### config.mk
export PLATFORM = sky130hd
export DESIGN_NAME = seven_seg_capture
export DESIGN_NICKNAME = d
export VERILOG_FILES = /design/src/rtl/seven_seg_pkg.sv /design/src/rtl/segments_to_digit.sv /design/src/rtl/seven_seg_capture.sv
export SDC_FILE = /design/constraint.sdc
export NUM_CORES = 1
export LEC_CHECK = 0
export BUFFER_PORTS_ARGS = -buffer_cell sky130_fd_sc_hd__buf_2
export CAP_MARGIN = 20
export CORE_MARGIN = 8
export CORE_UTILIZATION = 62
export DETAILED_ROUTE_END_ITERATION = 10
export GPL_TIMING_DRIVEN = 0
export MAX_ROUTING_LAYER = met4
export PLACE_DENSITY_LB_ADDON = 0.15
export SYNTH_ARGS = -nofsm -noshare
export SYNTH_HDL_FRONTEND = slang
export SYNTH_SLANG_ARGS = --single-unit
### constraint.sdc
create_clock -name clk -period 6.8 [get_ports clk]
set_input_delay 0 -clock clk [delete_from_list [all_inputs] [get_ports clk]]
set_output_delay 0 -clock clk [all_outputs]
set_load 0.1 [all_outputs]
### src/rtl/seven_seg_pkg.sv
// Shared seven-segment definitions: blank pattern, positive-logic hex glyphs
// and the nibble type used by both the display driver and the capture block.
package seven_seg_pkg;

    typedef logic [3:0] nibble_t;

    // Raw pin value with every active-low segment off.
    localparam logic [6:0] SEG_BLANK = 7'h7F;

    localparam logic [6:0] SEG_HEX_0 = 7'h3F;
    localparam logic [6:0] SEG_HEX_1 = 7'h06;
    localparam logic [6:0] SEG_HEX_2 = 7'h5B;
    localparam logic [6:0] SEG_HEX_3 = 7'h4F;
    localparam logic [6:0] SEG_HEX_4 = 7'h66;
    localparam logic [6:0] SEG_HEX_5 = 7'h6D;
    localparam logic [6:0] SEG_HEX_6 = 7'h7D;
    localparam logic [6:0] SEG_HEX_7 = 7'h07;
    localparam logic [6:0] SEG_HEX_8 = 7'h7F;
    localparam logic [6:0] SEG_HEX_9 = 7'h6F;
    localparam logic [6:0] SEG_HEX_A = 7'h77;
    localparam logic [6:0] SEG_HEX_B = 7'h7C;
    localparam logic [6:0] SEG_HEX_C = 7'h39;
    localparam logic [6:0] SEG_HEX_D = 7'h5E;
    localparam logic [6:0] SEG_HEX_E = 7'h79;
    localparam logic [6:0] SEG_HEX_F = 7'h71;

    function automatic logic [6:0] nibble_to_seg(input nibble_t n);
        logic [6:0] seg;
        case (n)
            4'h0:    seg = SEG_HEX_0;
            4'h1:    seg = SEG_HEX_1;
            4'h2:    seg = SEG_HEX_2;
            4'h3:    seg = SEG_HEX_3;
            4'h4:    seg = SEG_HEX_4;
            4'h5:    seg = SEG_HEX_5;
            4'h6:    seg = SEG_HEX_6;
            4'h7:    seg = SEG_HEX_7;
            4'h8:    seg = SEG_HEX_8;
            4'h9:    seg = SEG_HEX_9;
            4'hA:    seg = SEG_HEX_A;
            4'hB:    seg = SEG_HEX_B;
            4'hC:    seg = SEG_HEX_C;
            4'hD:    seg = SEG_HEX_D;
            4'hE:    seg = SEG_HEX_E;
            default: seg = SEG_HEX_F;
        endcase
        return seg;
    endfunction

endpackage

### src/rtl/segments_to_digit.sv
// Combinational inverse of the hex glyph table: positive-logic segments to
// nibble, with hit low when the pattern is not one of the sixteen glyphs.
module segments_to_digit
    import seven_seg_pkg::*;
(
    input  logic [6:0] seg,
    output logic [3:0] nibble,
    output logic       hit
);

    always_comb begin
        nibble = 4'h0;
        hit    = 1'b0;
        for (int i = 0; i < 16; i++) begin
            if (seg == nibble_to_seg(nibble_t'(i))) begin
                nibble = nibble_t'(i);
                hit    = 1'b1;
            end
        end
    end

endmodule

### src/rtl/seven_seg_capture.sv
// Passive reader for the two-digit multiplexed seven-segment PMOD bus.
// Define SEVEN_SEG_CAPTURE_TIMEOUT_EN to build the idle counter behind `stale`.
module seven_seg_capture
    import seven_seg_pkg::*;
#(
    parameter int STABLE_CYCLES  = 64,
    parameter int TIMEOUT_CYCLES = 65536
) (
    input  logic       clk,
    input  logic       rst_n,
    input  logic [7:0] pmod,
    output logic [7:0] data,
    output logic       valid,
    output logic       err,
    output logic       stale
);

    localparam int               CNT_W     = $clog2(STABLE_CYCLES + 1);
    localparam logic [CNT_W-1:0] CNT_MAX   = CNT_W'(STABLE_CYCLES);
    // Registers that hold pin history reset to a blank display so that
    // reset itself never looks like a lit digit.
    localparam logic [7:0]       IDLE_PINS = {1'b0, SEG_BLANK};

    if (STABLE_CYCLES < 2 || TIMEOUT_CYCLES < 1) begin : g_bad_params
        $error("seven_seg_capture: STABLE_CYCLES must be >= 2 and TIMEOUT_CYCLES >= 1");
    end

    logic [7:0]       sync_p0;
    logic [7:0]       sync_p1;
    logic [7:0]       prev_p2;
    logic [CNT_W-1:0] cnt_p2;
    logic [CNT_W-1:0] cnt_next;
    logic             armed_p2;
    logic             armed_eff;
    logic             blank;
    logic             changed;
    logic             accept;
    logic [6:0]       seg_pos;
    logic [3:0]       dec_nibble;
    logic             dec_hit;
    logic [3:0]       lo_reg;
    logic             have_lo;

    // stage p0/p1: two-flop synchroniser on all eight pins
    always_ff @(posedge clk or negedge rst_n) begin
        if (!rst_n) begin
            sync_p0 <= IDLE_PINS;
            sync_p1 <= IDLE_PINS;
        end else begin
            sync_p0 <= pmod;
            sync_p1 <= sync_p0;
        end
    end

    assign blank   = (sync_p1[6:0] == SEG_BLANK);
    assign changed = (sync_p1 != prev_p2);

    always_comb begin
        cnt_next  = cnt_p2;
        armed_eff = armed_p2;
        if (blank) begin
            cnt_next  = '0;
            armed_eff = 1'b1;
        end else if (changed) begin
            cnt_next  = CNT_W'(1);
            armed_eff = 1'b1;
        end else if (cnt_p2 != CNT_MAX) begin
            cnt_next  = cnt_p2 + 1'b1;
        end
    end

    assign accept  = armed_eff && (cnt_next == CNT_MAX);
    assign seg_pos = ~sync_p1[6:0];

    segments_to_digit u_dec (
        .seg    (seg_pos),
        .nibble (dec_nibble),
        .hit    (dec_hit)
    );

    // stage p2: stability counter, one-shot arm flag and previous sample
    always_ff @(posedge clk or negedge rst_n) begin
        if (!rst_n) begin
            prev_p2  <= IDLE_PINS;
            cnt_p2   <= '0;
            armed_p2 <= 1'b1;
        end else begin
            prev_p2  <= sync_p1;
            cnt_p2   <= cnt_next;
            armed_p2 <= armed_eff & ~accept;
        end
    end

    // stage p3: digit pairing and registered output pulses
    always_ff @(posedge clk or negedge rst_n) begin
        if (!rst_n) begin
            data    <= 8'h00;
            valid   <= 1'b0;
            err     <= 1'b0;
            lo_reg  <= 4'h0;
            have_lo <= 1'b0;
        end else begin
            valid <= 1'b0;
            err   <= 1'b0;
            if (accept) begin
                if (!dec_hit) begin
                    err     <= 1'b1;
                    have_lo <= 1'b0;
                end else if (sync_p1[7]) begin
                    lo_reg  <= dec_nibble;
                    have_lo <= 1'b1;
                end else if (have_lo) begin
                    data    <= {dec_nibble, lo_reg};
                    valid   <= 1'b1;
                    have_lo <= 1'b0;
                end
            end
        end
    end

`ifdef SEVEN_SEG_CAPTURE_TIMEOUT_EN
    localparam int                IDLE_W   = $clog2(TIMEOUT_CYCLES + 1);
    localparam logic [IDLE_W-1:0] IDLE_MAX = IDLE_W'(TIMEOUT_CYCLES);

    logic [IDLE_W-1:0] idle_cnt;

    always_ff @(posedge clk or negedge rst_n) begin
        if (!rst_n) begin
            idle_cnt <= '0;
        end else if (accept) begin
            idle_cnt <= '0;
        end else if (idle_cnt != IDLE_MAX) begin
            idle_cnt <= idle_cnt + 1'b1;
        end
    end

    assign stale = (idle_cnt == IDLE_MAX);
`else
    assign stale = 1'b0;
`endif

endmodule

* Word level (Yosys, flattened, before mapping)
Index checks and enable logic that the tools add are counted.
Cells by class: bitwise logic cells 4, add/sub/neg operators 1, reduce and logical (&&, ||, !) cells 3, muxes and demuxes 44, equality and inequality tests 20
Operators with widths (number):
- == test 7 bit (second input constant) | 14
- two-way mux 4 bit | 8
- two-way mux 1 bit | 27
- two-way mux 7 bit | 3
- == test 7 x 3 -> 1 bit (second input constant) | 2
- == test 7 x 6 -> 1 bit (second input constant) | 2
- two-way mux 3 bit | 4
- inequality test 8 bit | 1
- adder 7 x 1 -> 7 bit (second input constant) | 1
- inequality test 7 bit (second input constant) | 1
- NOT 7 bit | 1
- two-way mux 2 bit | 2
- AND reduction 4 bit | 1
- AND reduction 3 bit | 1
- NOT 1 bit | 2
- bitwise AND 1 bit | 1
- logical AND 1 bit | 1
Word-level totals: input bits 10, word-level logic and storage cells 82, output and inout bits 11, bits in registers 47

* Depth between registers and ports, before layout
word-level depth 20, depth in mapped cells 9, mapped depth without buffers 8

* Hierarchy
A second synthesis with hierarchy kept.
Second synthesis, totals: cell total of the unflattened synthesis 200, area total of the unflattened synthesis 2308.5 um2
By module, submodules not included:
- seven_seg_capture | sequential area each 1203.7 um2, times used 1, cells each 139, area an instance 1893.1 um2
- segments_to_digit | sequential area each 0.0 um2, times used 1, cells each 61, area an instance 415.4 um2

* Worst setup path after synthesis
Ideal clock, no wire load.
path type register to register, start point reg cnt_p2[0], end point reg data[0], path buffers 2, period minus slack after synthesis 2.539 ns, setup time 0.125 ns, data arrival time 2.414 ns, required time 6.675 ns, slack 4.261 ns, stages on the path, launching flop included 10, cell sequence dfrtp_1 inv_1 ha_1 and4b_1 buf_4 mux2i_1 or3b_4 or4b_4 buf_6 mux2_4
Between the ends: word-level cells in the longest chain between the ends 7, elaborated cells on any way between the ends 8, those cells by class 1 x add/sub; 2 x eq/ne; 3 x mux; 2 x reduce/logical
Ends and longest elaborated chain:
- from (decl) | line seven_seg_capture.sv:31 | logic [CNT_W-1:0] cnt_p2;
- from (signal assigned) | line seven_seg_capture.sv:89 | cnt_p2 <= cnt_next;
- adder 7 x 1 -> 7 bit / inequality test 7 bit (equally long branches) | line seven_seg_capture.sv:68, seven_seg_capture.sv:67
- two-way mux 7 bit * | line seven_seg_capture.sv:67 | end else if (cnt_p2 != CNT_MAX) begin
- two-way mux 7 bit * | line seven_seg_capture.sv:64 | end else if (changed) begin
- two-way mux 7 bit * | line seven_seg_capture.sv:61 | if (blank) begin
- == test 7 bit * | line seven_seg_capture.sv:72 | assign accept = armed_eff && (cnt_next == CNT_MAX);
- logical AND 1 bit * | line seven_seg_capture.sv:72
- AND reduction 4 bit (no line) *
- to (signal assigned) | line seven_seg_capture.sv:113 | data <= {dec_nibble, lo_reg};
- to (decl) | line seven_seg_capture.sv:12 | output logic [7:0] data,
Mark *: on every way between the ends. The rest lies on a longest branch, timed or not. A chain may end at the register's enable or synchronous reset.

* Worst setup path in the final report
start point reg sync_p1[3], end point reg data[4]
Between the ends: word-level cells in the longest chain between the ends 19, elaborated cells on any way between the ends 57, those cells by class 19 x eq/ne; 35 x mux; 1 x bitwise; 2 x reduce/logical
Ends and longest elaborated chain:
- from (decl) | line seven_seg_capture.sv:29 | logic [7:0] sync_p1;
- from (signal assigned) | line seven_seg_capture.sv:51 | sync_p1 <= sync_p0;
- NOT 7 bit | line seven_seg_capture.sv:73 | assign seg_pos = ~sync_p1[6:0];
- == test 7 x 6 -> 1 bit | line segments_to_digit.sv:15 | if (seg == nibble_to_seg(nibble_t'(i))) begin
- two-way mux 1 bit (16 in series) | line segments_to_digit.sv:15
- AND reduction 4 bit (no line)
Several ways; a longest one is shown, not always the timed one.

==> flow_metrics.tcl <==
set metrics [dict create \
    cp.required_ns 7.06 \
    syn_area_mm2 0.00217 \
    layout_common_cells "dfrtp_1 (25), dfstp_2 (22), buf_2 (20)" \
    hold_viol 0 \
    max_slew_margin_pct 55.1 \
    reg2regPathDepth 8 \
    finalMaxSlewViolations 0 \
    status "finished, final reports clean" \
    timing.fmax_ghz 0.337 \
    grt_max_degree 48 \
    synthArstFlopShare_pct 100 \
    synth_edf_count 0 \
    avgSynthCellArea_um2 11.8 \
    post-route-period-util_pct 43.6 \
    p_total_mw 0.539 \
    drt_iter0_markers 89 \
    layout_commonest_cell "dfrtp_1" \
    path_clk_slew_ns 0.14 \
    setup_tns_ns 0 \
    ir_drop_uv 171 \
    startpoint_type "register" \
    cts_setup_buffers 0 \
    finalCriticalPeriod_ns 2.96 \
    dr.pass1.iters 4 \
    vias 1505 \
    die-height_um 75.1 \
    drive_above_1_share_pct 30.9 \
    rsz0062_at_grt "no" \
    ant_nets 0 \
    worst-endpoint-arrival_ns 3.22 \
    start_util_pct 64.9 \
    dp_cells 248 \
    yosys_register_bits 47 \
    die_w_um 75.1 \
    grt_usage_pct 17.8 \
    cts_tree "done" \
    setup_viol 0 \
    hp-class "in -> async" \
    syn_to_final_growth_pct 16.8 \
    drv_cap 0 \
    ys_types 53 \
    finalNonFillerCells 266 \
    setup_slack_ns 3.84 \
    cts_root_buf "clkbuf_4" \
    cts_resized 0 \
    htreeDepth 2 \
    wl_um 4430 \
    p_int_mw 0.424 \
    power_frac_clock_pct 37.2 \
    placed_cell_area_mm2 0.00232 \
    clkSinkCount 47 \
    fillers 242 \
    cts_inserted_buffers 5 \
    antenna_found_initial 0 \
    via_per_inst 5.66 \
    critPathCaptureType "register" \
    place_hpwl_um 2970 \
    cp_max_fo 10 \
    ys.flop_type "dfrtp_1" \
    power_density_mw_per_mm2 213 \
    ys_seq_area_share_pct 55.6 \
    finalInstanceArea_mm2 0.00253 \
    skew_ns 0.0189 \
    port_buffers 19 \
    fin_nets 231 \
    worstMarginPinSlew_ns 0.665 \
    r2r_slack_ns 3.84 \
    first_global_vias 1573 \
    path_class "reg -> reg" \
    leakage_nw 1.12 \
    grt_pass1_wl_um 7420 \
    core_area_mm2 0.00334 \
    p_sw_share_pct 21.3 \
    syn_nets 195 \
    power_switching_mw 0.115 \
    die-area_mm2 0.00564 \
    cp_slowest_cell "dfstp_2" \
    drc 0 \
    cpPeakStageDelay_ns 0.64 \
    ys_warn_count 0 \
    num_rows 21 \
    num_antenna_cells 0 \
    hold_buffers 9 \
    ios 21 \
    pwr-share-seq_pct 55.3 \
    clk_path_buf_depth 2 \
    route.detailed.wl_per_inst_um 16.7 \
    gp_congestion 0.875 \
    crit_chain "clkbuf_1 > xnor2_1 > nand4_1 > nor2_1 > nand3_1 > or4b_4 > buf_6 > mux2_4" \
    synthCells 183 \
    clk_latency_ns 0.36 \
    p_comb_share_pct 7.5 \
    grt_overflow 0 \
    place_ws_ns 3.90 \
]
[metrics by stage]
step | util [%] | hold WS (ns)
finish | 75.8 | 0.197
global route | 75.8 | 0.214
CTS | 75.2 | 0.267
detailed placement | 69.5 | 0.106
global placement | 69.5 | 0.105
floorplan | - | -0.296
[power by group through the flow]
stage / combinational, mW / clock, mW / sequential (mW)
3_3_place_gp: 0.0334 / 0 / 0.302
4_1_cts: 0.0391 / 0.202 / 0.298
3_5_place_dp: 0.0349 / 0 / 0.303
2_1_floorplan: 0.0224 / 0 / 0.301
5_1_grt: 0.0447 / 0.213 / 0.299
6_report: 0.0406 / 0.201 / 0.298
[cell usage after synthesis (2+ instances only)]
cell type	number	area, um^2
o211ai_1	2	15.0
or3_1	2	12.5
mux2_4	7	105
mux2_2	3	33.8
a21o_1	2	15.0
buf_4	2	15.0
xnor2_1	12	105
nand3_1	9	45.0
dfstp_2	22	578
a211oi_1	2	15.0
ha_1	2	25.0
nand2b_1	3	18.8
nand2_1	8	30.0
o22ai_1	2	12.5
nor3_1	5	25.0
nand4_1	3	18.8
o21ai_0	2	10.0
nor4bb_1	2	20.0
nor2_1	16	60.1
dfrtp_1	25	626
xor2_1	3	26.3
nor4_1	2	12.5
inv_1	6	22.5
and2_1	3	18.8
clkbuf_1	6	22.5
o22a_1	2	17.5
a21oi_1	3	15.0
mux2i_1	2	20.0
[worst max-delay path: cells and delay by family (launching register included)]
kind | cells | cell delay (ns)
xor+xnor | 1 | 0.18
buf+inv | 2 | 0.58
flops | 1 | 0.64
mux | 1 | 0.30
simple gates | 4 | 1.17
[final timing paths]
check	end	startpoint
setup / recovery	data[4]	sync_p1[3]
hold / removal	sync_p0[6]	rst_n
setup reg to reg	data[4]	sync_p1[3]
hold reg to reg	sync_p1[7]	sync_p0[7]
max in group asynchronous	prev_p2[4]	rst_n
min in group clk	sync_p0[6]	pmod[6]
[final cells by class]
type                       instances  area [um^2]  area share [%]
sequential                        47         1200            47.6
multi-input combinational        120          886            35.0
timing repair buffer              29          205            8.11
clock inverter                     2         60.1            2.37
tap                               46         57.6            2.27
buffer                            10         53.8            2.13
clock buffer                       6         41.3            1.63
inverter                           6         22.5           0.890
[logic make-up (layout without fill, tap and decap cells)]
kind of cell | count (synthesis) | in the layout | synth area share, %
fa+ha+maj | 2 | 2 | 1.16
simple gates | 64 | 64 | 16.9
flops | 47 | 47 | 55.6
mux | 12 | 12 | 7.34
compound gates | 26 | 26 | 9.24
buf+inv | 16 | 53 | 3.52
xor+xnor | 15 | 15 | 6.07
other cells | 1 | 1 | 0.173
[routing by layer]
metal  up-vias  part of all wire, %  routed length (um)  GRT usage (%)
met5         -                    0                   0              -
met4         0                 0.90                  40           4.78
met3         6                  3.8                 168           4.26
met2        36                   50                2230           29.3
met1       749                   45                1990           21.3
li1        714                    -                   -              -
(Power assumes the default switching activity.)
